**config.mk**
```make
export PLATFORM = sky130hd
export DESIGN_NAME = rst_seq
export DESIGN_NICKNAME = d
export VERILOG_FILES = /design/src/rtl/rst_seq.sv
export SDC_FILE = /design/constraint.sdc
export NUM_CORES = 1
export LEC_CHECK = 0
export CORE_MARGIN = 1.5
export CORE_UTILIZATION = 50
export DETAILED_ROUTE_END_ITERATION = 8
export HOLD_SLACK_MARGIN = 0.08
export PLACE_DENSITY = 0.69
export SYNTH_ARGS = -nofsm -noshare
export SYNTH_HDL_FRONTEND = slang
export SYNTH_SLANG_ARGS = --single-unit
```
**constraint.sdc**
```tcl
create_clock -name sysclk -period 2.7 [get_ports sysclk]
set_clock_uncertainty 0.2 [all_clocks]
set_input_delay 0.54 -clock sysclk [delete_from_list [all_inputs] [get_ports sysclk]]
set_output_delay 0.54 -clock sysclk [all_outputs]
set_load 0.02 [all_outputs]
```
**src/rtl/rst_seq.sv**
```systemverilog
// Reset sequencer for the sysclk domain. It waits for a stable PLL lock,
// holds the Ethernet PHY in hardware reset for a minimum time, lets the PHY
// settle, and then releases the system reset. Loss of lock or a soft-reset
// request re-runs the sequence.
module rst_seq #(
  parameter int LOCK_STABLE_CYCLES = 1024,
  parameter int PHY_RST_CYCLES     = 1250000,
  parameter int PHY_SETTLE_CYCLES  = 6250000,
  parameter int CNT_W              = 24
) (
  input  logic       sysclk,
  input  logic       rst_n,
  input  logic       clk_locked,
  input  logic       soft_rst,
  output logic       phy_rst_n,
  output logic       sys_rst_n,
  output logic       ready,
  output logic [7:0] rst_count
);

  // Terminal counts, compared at the counter width.
  localparam logic [CNT_W-1:0] LOCK_LAST   = CNT_W'(LOCK_STABLE_CYCLES - 1);
  localparam logic [CNT_W-1:0] PHY_LAST    = CNT_W'(PHY_RST_CYCLES - 1);
  localparam logic [CNT_W-1:0] SETTLE_LAST = CNT_W'(PHY_SETTLE_CYCLES - 1);
  localparam logic [CNT_W-1:0] CNT_ONE     = CNT_W'(1);

  typedef enum logic [2:0] {
    WAIT_LOCK   = 3'd0,
    LOCK_STABLE = 3'd1,
    PHY_RST     = 3'd2,
    PHY_SETTLE  = 3'd3,
    RUN         = 3'd4
  } state_t;

  state_t           state;
  state_t           state_nxt;
  logic [CNT_W-1:0] cnt;
  logic [CNT_W-1:0] cnt_nxt;
  logic             enter_phy_rst;
  logic [7:0]       rst_count_nxt;
  logic             phy_rst_n_nxt;
  logic             sys_rst_n_nxt;
  logic             rst_meta;

  // First synchroniser stage: clears asynchronously with rst_n and goes high
  // on the first sysclk edge after release. The FSM registers below sample it
  // as the second stage, so the FSM's first live edge is the 2nd edge after
  // rst_n rises while assertion still reaches every register with no clock.
  always_ff @(posedge sysclk or negedge rst_n) begin
    if (!rst_n) begin
      rst_meta <= 1'b0;
    end else begin
      rst_meta <= 1'b1;
    end
  end

  // Next-state, counter and reset-count decode; lock loss outranks soft reset.
  always_comb begin
    state_nxt     = state;
    cnt_nxt       = cnt;
    enter_phy_rst = 1'b0;

    if (state != WAIT_LOCK && !clk_locked) begin
      state_nxt = WAIT_LOCK;
      cnt_nxt   = '0;
    end else if (soft_rst &&
                 (state == PHY_RST || state == PHY_SETTLE || state == RUN)) begin
      // Entry or restart of PHY_RST; a held request restarts every cycle.
      state_nxt     = PHY_RST;
      cnt_nxt       = '0;
      enter_phy_rst = 1'b1;
    end else begin
      unique case (state)
        WAIT_LOCK: begin
          cnt_nxt = '0;
          if (clk_locked) begin
            state_nxt = LOCK_STABLE;
          end
        end
        LOCK_STABLE: begin
          if (cnt == LOCK_LAST) begin
            state_nxt     = PHY_RST;
            cnt_nxt       = '0;
            enter_phy_rst = 1'b1;
          end else begin
            cnt_nxt = cnt + CNT_ONE;
          end
        end
        PHY_RST: begin
          if (cnt == PHY_LAST) begin
            state_nxt = PHY_SETTLE;
            cnt_nxt   = '0;
          end else begin
            cnt_nxt = cnt + CNT_ONE;
          end
        end
        PHY_SETTLE: begin
          if (cnt == SETTLE_LAST) begin
            state_nxt = RUN;
            cnt_nxt   = '0;
          end else begin
            cnt_nxt = cnt + CNT_ONE;
          end
        end
        RUN: begin
          cnt_nxt = '0;
        end
        default: begin
          state_nxt = WAIT_LOCK;
          cnt_nxt   = '0;
        end
      endcase
    end

    // Saturating count of PHY reset entries and restarts.
    rst_count_nxt = rst_count;
    if (enter_phy_rst && rst_count != 8'hFF) begin
      rst_count_nxt = rst_count + 8'd1;
    end

    // Reset outputs are decoded from the next state so they move with it.
    phy_rst_n_nxt = (state_nxt == PHY_SETTLE) || (state_nxt == RUN);
    sys_rst_n_nxt = (state_nxt == RUN);
  end

  // State, counter and registered outputs; held at reset values until the
  // synchroniser first stage has released.
  always_ff @(posedge sysclk or negedge rst_n) begin
    if (!rst_n) begin
      state     <= WAIT_LOCK;
      cnt       <= '0;
      phy_rst_n <= 1'b0;
      sys_rst_n <= 1'b0;
      rst_count <= 8'd0;
    end else if (!rst_meta) begin
      state     <= WAIT_LOCK;
      cnt       <= '0;
      phy_rst_n <= 1'b0;
      sys_rst_n <= 1'b0;
      rst_count <= 8'd0;
    end else begin
      state     <= state_nxt;
      cnt       <= cnt_nxt;
      phy_rst_n <= phy_rst_n_nxt;
      sys_rst_n <= sys_rst_n_nxt;
      rst_count <= rst_count_nxt;
    end
  end

  assign ready = sys_rst_n;

endmodule

```
Word level (Yosys, flattened, before mapping)
Index checks and enable logic that the tools add are counted.
{ "classes": {"addsub": 2, "eq_ne": 11, "n_mux": 23, "reduce_logical": 9} }
{ "ops": {"columns": ["cell", "count"], "rows": [
  ["two-way mux 24 bit", 6],
  ["case mux 24 bit (3 select lines)", 1],
  ["adder 24 x 1 -> 24 bit (second input constant)", 1],
  ["equality test 24 x 10 -> 1 bit (second input constant)", 1],
  ["equality test 24 x 21 -> 1 bit (second input constant)", 1],
  ["equality test 24 x 23 -> 1 bit (second input constant)", 1],
  ["two-way mux 3 bit", 7],
  ["two-way mux 8 bit", 2],
  ["case mux 3 bit (5 select lines)", 1],
  ["equality test 3 x 2 -> 1 bit (second input constant)", 3],
  ["adder 8 x 1 -> 8 bit (second input constant)", 1],
  ["inequality test 8 bit (second input constant)", 1],
  ["equality test 3 bit (second input constant)", 2],
  ["two-way mux 1 bit", 6],
  ["equality test 3 x 1 -> 1 bit (second input constant)", 1],
  ["logical AND 1 bit", 3],
  ["logical NOT 3 bit", 1],
  ["logical OR 1 bit", 3],
  ["nonzero test 3 bit", 1],
  ["inequality test 2 x 1 -> 1 bit (second input constant)", 1],
  ["logical NOT 1 bit", 1]
]} }
{ "word_totals": {"ff_bits": 38, "in_bits": 4, "wordCells": 51} }

Depth between registers and ports, before layout
{ "logic_depth": {"ltp_word": 9, "mapped_depth": 8, "mapped_depth_nobuf": 6} }

Worst setup path before layout
Ideal clock, no wire load.
{ "synth_path": {"path_kind": "flip-flop to flip-flop", "startpoint": "register cnt[0]", "endpoint": "register cnt[11]", "setup_ns": 0.134, "t_arrival_ns": 1.976, "slack_ns": 0.389, "stages_incl_launch_ff": 9, "synth_period_minus_slack_ns": 2.311, "path_cell_list": "dfrtp_1 > ha_1 > nand3_1 > nor4_1 > and3_1 > o31a_1 > buf_2 > buf_4 > nor3_1"} }
{ "synth_via": {"elab_chain_cells": 6, "word_cells_on_any_way": 11} }
{ "synth_lines": {"columns": ["element", "line", "source"], "rows": [
  ["start, declared", "37", "logic [CNT_W-1:0] cnt;"],
  ["start signal, assigned", "143", "cnt <= cnt_nxt;"],
  ["adder 24 x 1 -> 24 bit, or another cell as far along", "86, 94, 102", null],
  ["two-way mux 24 bit, on equally long branches", "98, 81, 90", null],
  ["case mux 24 bit (3 select lines) *", "73", "unique case (state)"],
  ["two-way mux 24 bit *", "66", "end else if (soft_rst &&"],
  ["two-way mux 24 bit *", "63", "if (state != WAIT_LOCK && !clk_locked) begin"],
  ["two-way mux 24 bit *", "135", "end else if (!rst_meta) begin"]
]} }
Every way passes the cells marked *; elsewhere a longest branch is shown, timed or not.
A chain may end at the register's enable or synchronous reset.

Worst setup path in the final report
{ "layout_path": {"startpoint": "register cnt[12]", "endpoint": "register rst_count[3]"} }
{ "layout_via": {"elab_chain_cells": 7} }
{ "layout_lines": {"columns": ["element", "line", "source"], "rows": [
  ["equality test 24 x 10 -> 1 bit", "81", "if (cnt == LOCK_LAST) begin"],
  ["two-way mux 1 bit", "81", null],
  ["two-way mux 1 bit", "73", null],
  ["two-way mux 1 bit", "66", null],
  ["two-way mux 1 bit", "63", null],
  ["logical AND 1 bit", "117", "if (enter_phy_rst && rst_count != 8'hFF) begin"],
  ["inequality test 2 x 1 -> 1 bit (no source line)", null, null],
  ["end signal, assigned", "146", "rst_count <= rst_count_nxt;"],
  ["end, declared", "18", "output logic [7:0] rst_count"]
]} }
No other way between the ends.

==> summary.txt <==
Run status
  • Outcome: finished clean

Global route
  • Grt ovf: 0
  • Largest net degree at the start of global routing: 39
  • All-Layer GR Usage: 21.5%
  • Initial antenna violation count: 0
  • Vias in the first global route: ~1800
  • First-pass GRT wire length: 8530 um

Clock network
  • Clk slew on worst S/H paths: 80 ps
  • Clk root buf: clkbuf_8
  • Clock sinks: 38
  • CTS max path bufs: 2
  • Cts-stage hold buffer count: 0
  • Skew-Pair Late Insertion Delay: 300 ps
  • Total CTS buffers: 5
  • CTS H-Tree Depth: 2
  • CTS tree: yes

Drt
  • Wire per inst: 15.3 um
  • Routed Antenna Nets: 0
  • Post-DR vias/cell: around 5.7
  • Via count: 1765
  • Drt first pass iters: 4
  • Initial DRC Count: 191
  • Total wire length: 4710 um
  • DRC: 0

STA
  • Final setup fails: 0
  • Max Clk Rate: 0.403 GHz
  • Max-slew violation count: 0
  • Slew headroom: 43.7%
  • RSZ-0062 raised after global routing: no
  • Final Hold Viols: 0
  • Worst-Margin Slew: between 800 and 900 ps
  • Final period util: 91.9%
  • Final TNS setup: 0 ps
  • Minimum clock period: 2480 ps

Floorplan
  • Ports: 15
  • Rows: 23
  • Core area: 4120 sq um
  • Die height: 69.2 um
  • Die Wd: 69.2 um
  • Die footprint: 4790 sq um
  • Initial Utilization: 53.2%

Yosys
  • Syn Nets: 243
  • Cells after Synth: 237
  • Synthesis-stage register bit count: 38
  • Synth Flop Type: dfrtp_1
  • YS warnings: 0
  • Post-synth design cell area: around 2200 sq um
  • Register area share after synthesis: 43.4%
  • Asr flop ratio synth: 100%
  • Synth top area cells: dfrtp_1 (43%), xnor2_1 (7.2%), nor3_1 (5.5%)
  • Synth area leader: dfrtp_1
  • Synth cell types: 47
  • Syn_area_per_cell: 9.24 sq um
  • Share of the synthesized area in the top cell type: 43.4%
  • Number of synthesized flops with an enable pin: 0

Placed design
  • GPL Wtd Cong: 0.818
  • Placed inst area: about 2400 sq um
  • Hpwl dp: approximately 3200 um
  • Buffers on Ports: 14

Finish
  • Multi-input gate area: about 1200 sq um
  • Synthesis-to-layout area growth: 14.7%
  • Area occupied by registers: 951 sq um
  • Most frequent cells in the layout: dfrtp_1 (38), nor3_1 (24), xnor2_1 (18)
  • Filler instances: between 300 and 400
  • Commonest non-fill, non-tap cell in the layout: dfrtp_1
  • Finished Cell Area: 2510 sq um
  • Proportion of layout cells with a drive suffix above 1: around a tenth
  • Net count, final: 263
  • Ant diodes: 0

Worst setup path
  • Crit Path Max Fanout: 14
  • Worst setup SP type: flop
  • WP data required: 2720 ps
  • R2r worst-path depth: 5
  • Crit Path Class: reg -> reg
  • Endpoint type of the worst setup path: flop
  • CP Data Arrival Time: 2500 ps

Power
  • P_leak: between 0.9 and 1 nW
  • Maximum vdd drop: 0.300 mV
  • Cell Pwr Density: around 450 nW/um^2

Job
  • Max-Cap Viols: 0

Worst hold path
  • HP Class: in -> async
==> state kept, by name, indices dropped and copies added, names as in the netlist <==
name,count
ready,1
state,3
phy_rst_n,1
rst_meta,1
rst_count,8
cnt,24
==> routing by layer <==
layer	up-vias	global-route usage [%]	part of all wire, %
met5	-	0	0
li1	899	-	-
met1	827	31.2	51
met2	34	32.7	43
met4	0	5.66	1.1
met3	5	4.80	4.6
==> final cells by class <==
class                   count  share of cell area (%)
clock inverters             3                    1.59
inverters                   7                    1.05
clock buffers               5                    2.74
repair buffers             24                    8.37
well taps                  50                    2.49
multi-input cells         181                    45.9
flip-flops and latches     38                    37.8
==> per-stage QoR <==
step                      hold slack [ps]  setup WS [ps]  total power [W]  util (%)  instances
after detailed placement              257           67.2         0.000650      58.3        300
after global routing                  220           66.1          0.00117      61.1        308
final                                 138            219          0.00113      61.1        308
after CTS                             185            100          0.00113      60.9        308
after floorplan                      44.4            389         0.000621         -        237
after global placement                255            132         0.000649      58.3        300
==> kinds of logic (layout without fill, tap and decap cells) <==
kind of cell / Yosys count / after routing / share of synthesized area, %
AND/OR/NAND/NOR: 119 / 119 / 31.5
flip-flops: 38 / 38 / 43.4
AO/OA/AOI/OAI: 37 / 37 / 10.7
XOR/XNOR: 20 / 20 / 8.00
buffers and inverters: 18 / 39 / 4.17
adder cells (fa/ha/maj): 2 / 2 / 1.14
multiplexers: 2 / 2 / 0.914
other: 1 / 1 / 0.171
==> cells in the mapped netlist, types with 3 or more instances <==
cell type,count
clkbuf_1,6
o21ai_1,3
o31ai_1,4
nand4_1,4
nor2_1,15
nor3_1,24
or4_1,7
nor4_1,6
or3_1,3
inv_1,7
dfrtp_1,38
nand2b_1,6
nand3_1,15
xnor2_1,18
a21oi_1,12
and3_1,7
o21ai_0,6
nand2_1,15
==> repair_timing <==
item | 4_1_cts | 5_1_grt
setup buffers | 0 | 0
resized for setup | 0 | 1
hold endpoints to repair | 0 | 0
endpoints found under the setup margin | 0 | 4
==> path summary, 6_finish.rpt <==
path / slack [ps] / from / endpoint
min in group sysclk: 270 / cnt[0]$_DFF_PN0_ / cnt[0]$_DFF_PN0_
max in group asynchronous: 1620 / rst_n / rst_count[3]$_DFFE_PN0P_
worst min-delay path: 140 / rst_n / cnt[6]$_DFF_PN0_
worst min register to register: 270 / cnt[0]$_DFF_PN0_ / cnt[0]$_DFF_PN0_
worst max-delay path: 220 / cnt[12]$_DFF_PN0_ / rst_count[3]$_DFFE_PN0P_
worst max register to register: 220 / cnt[12]$_DFF_PN0_ / rst_count[3]$_DFFE_PN0P_
==> worst max-delay path, stage by stage (launching register included) <==
cell	delay, ps
dfrtp_1	440
or4_4	510
nor4b_2	250
a31oi_2	300
or4_1	570
a21oi_1	140
==> power by group <==
part | internal, W | switching [W]
sequential | 0.000571 | 0.00000615
clock | 0.000272 | 0.000219
combinational | 0.0000211 | 0.0000401
total | 0.000864 | 0.000265
(Power assumes the default switching activity.)
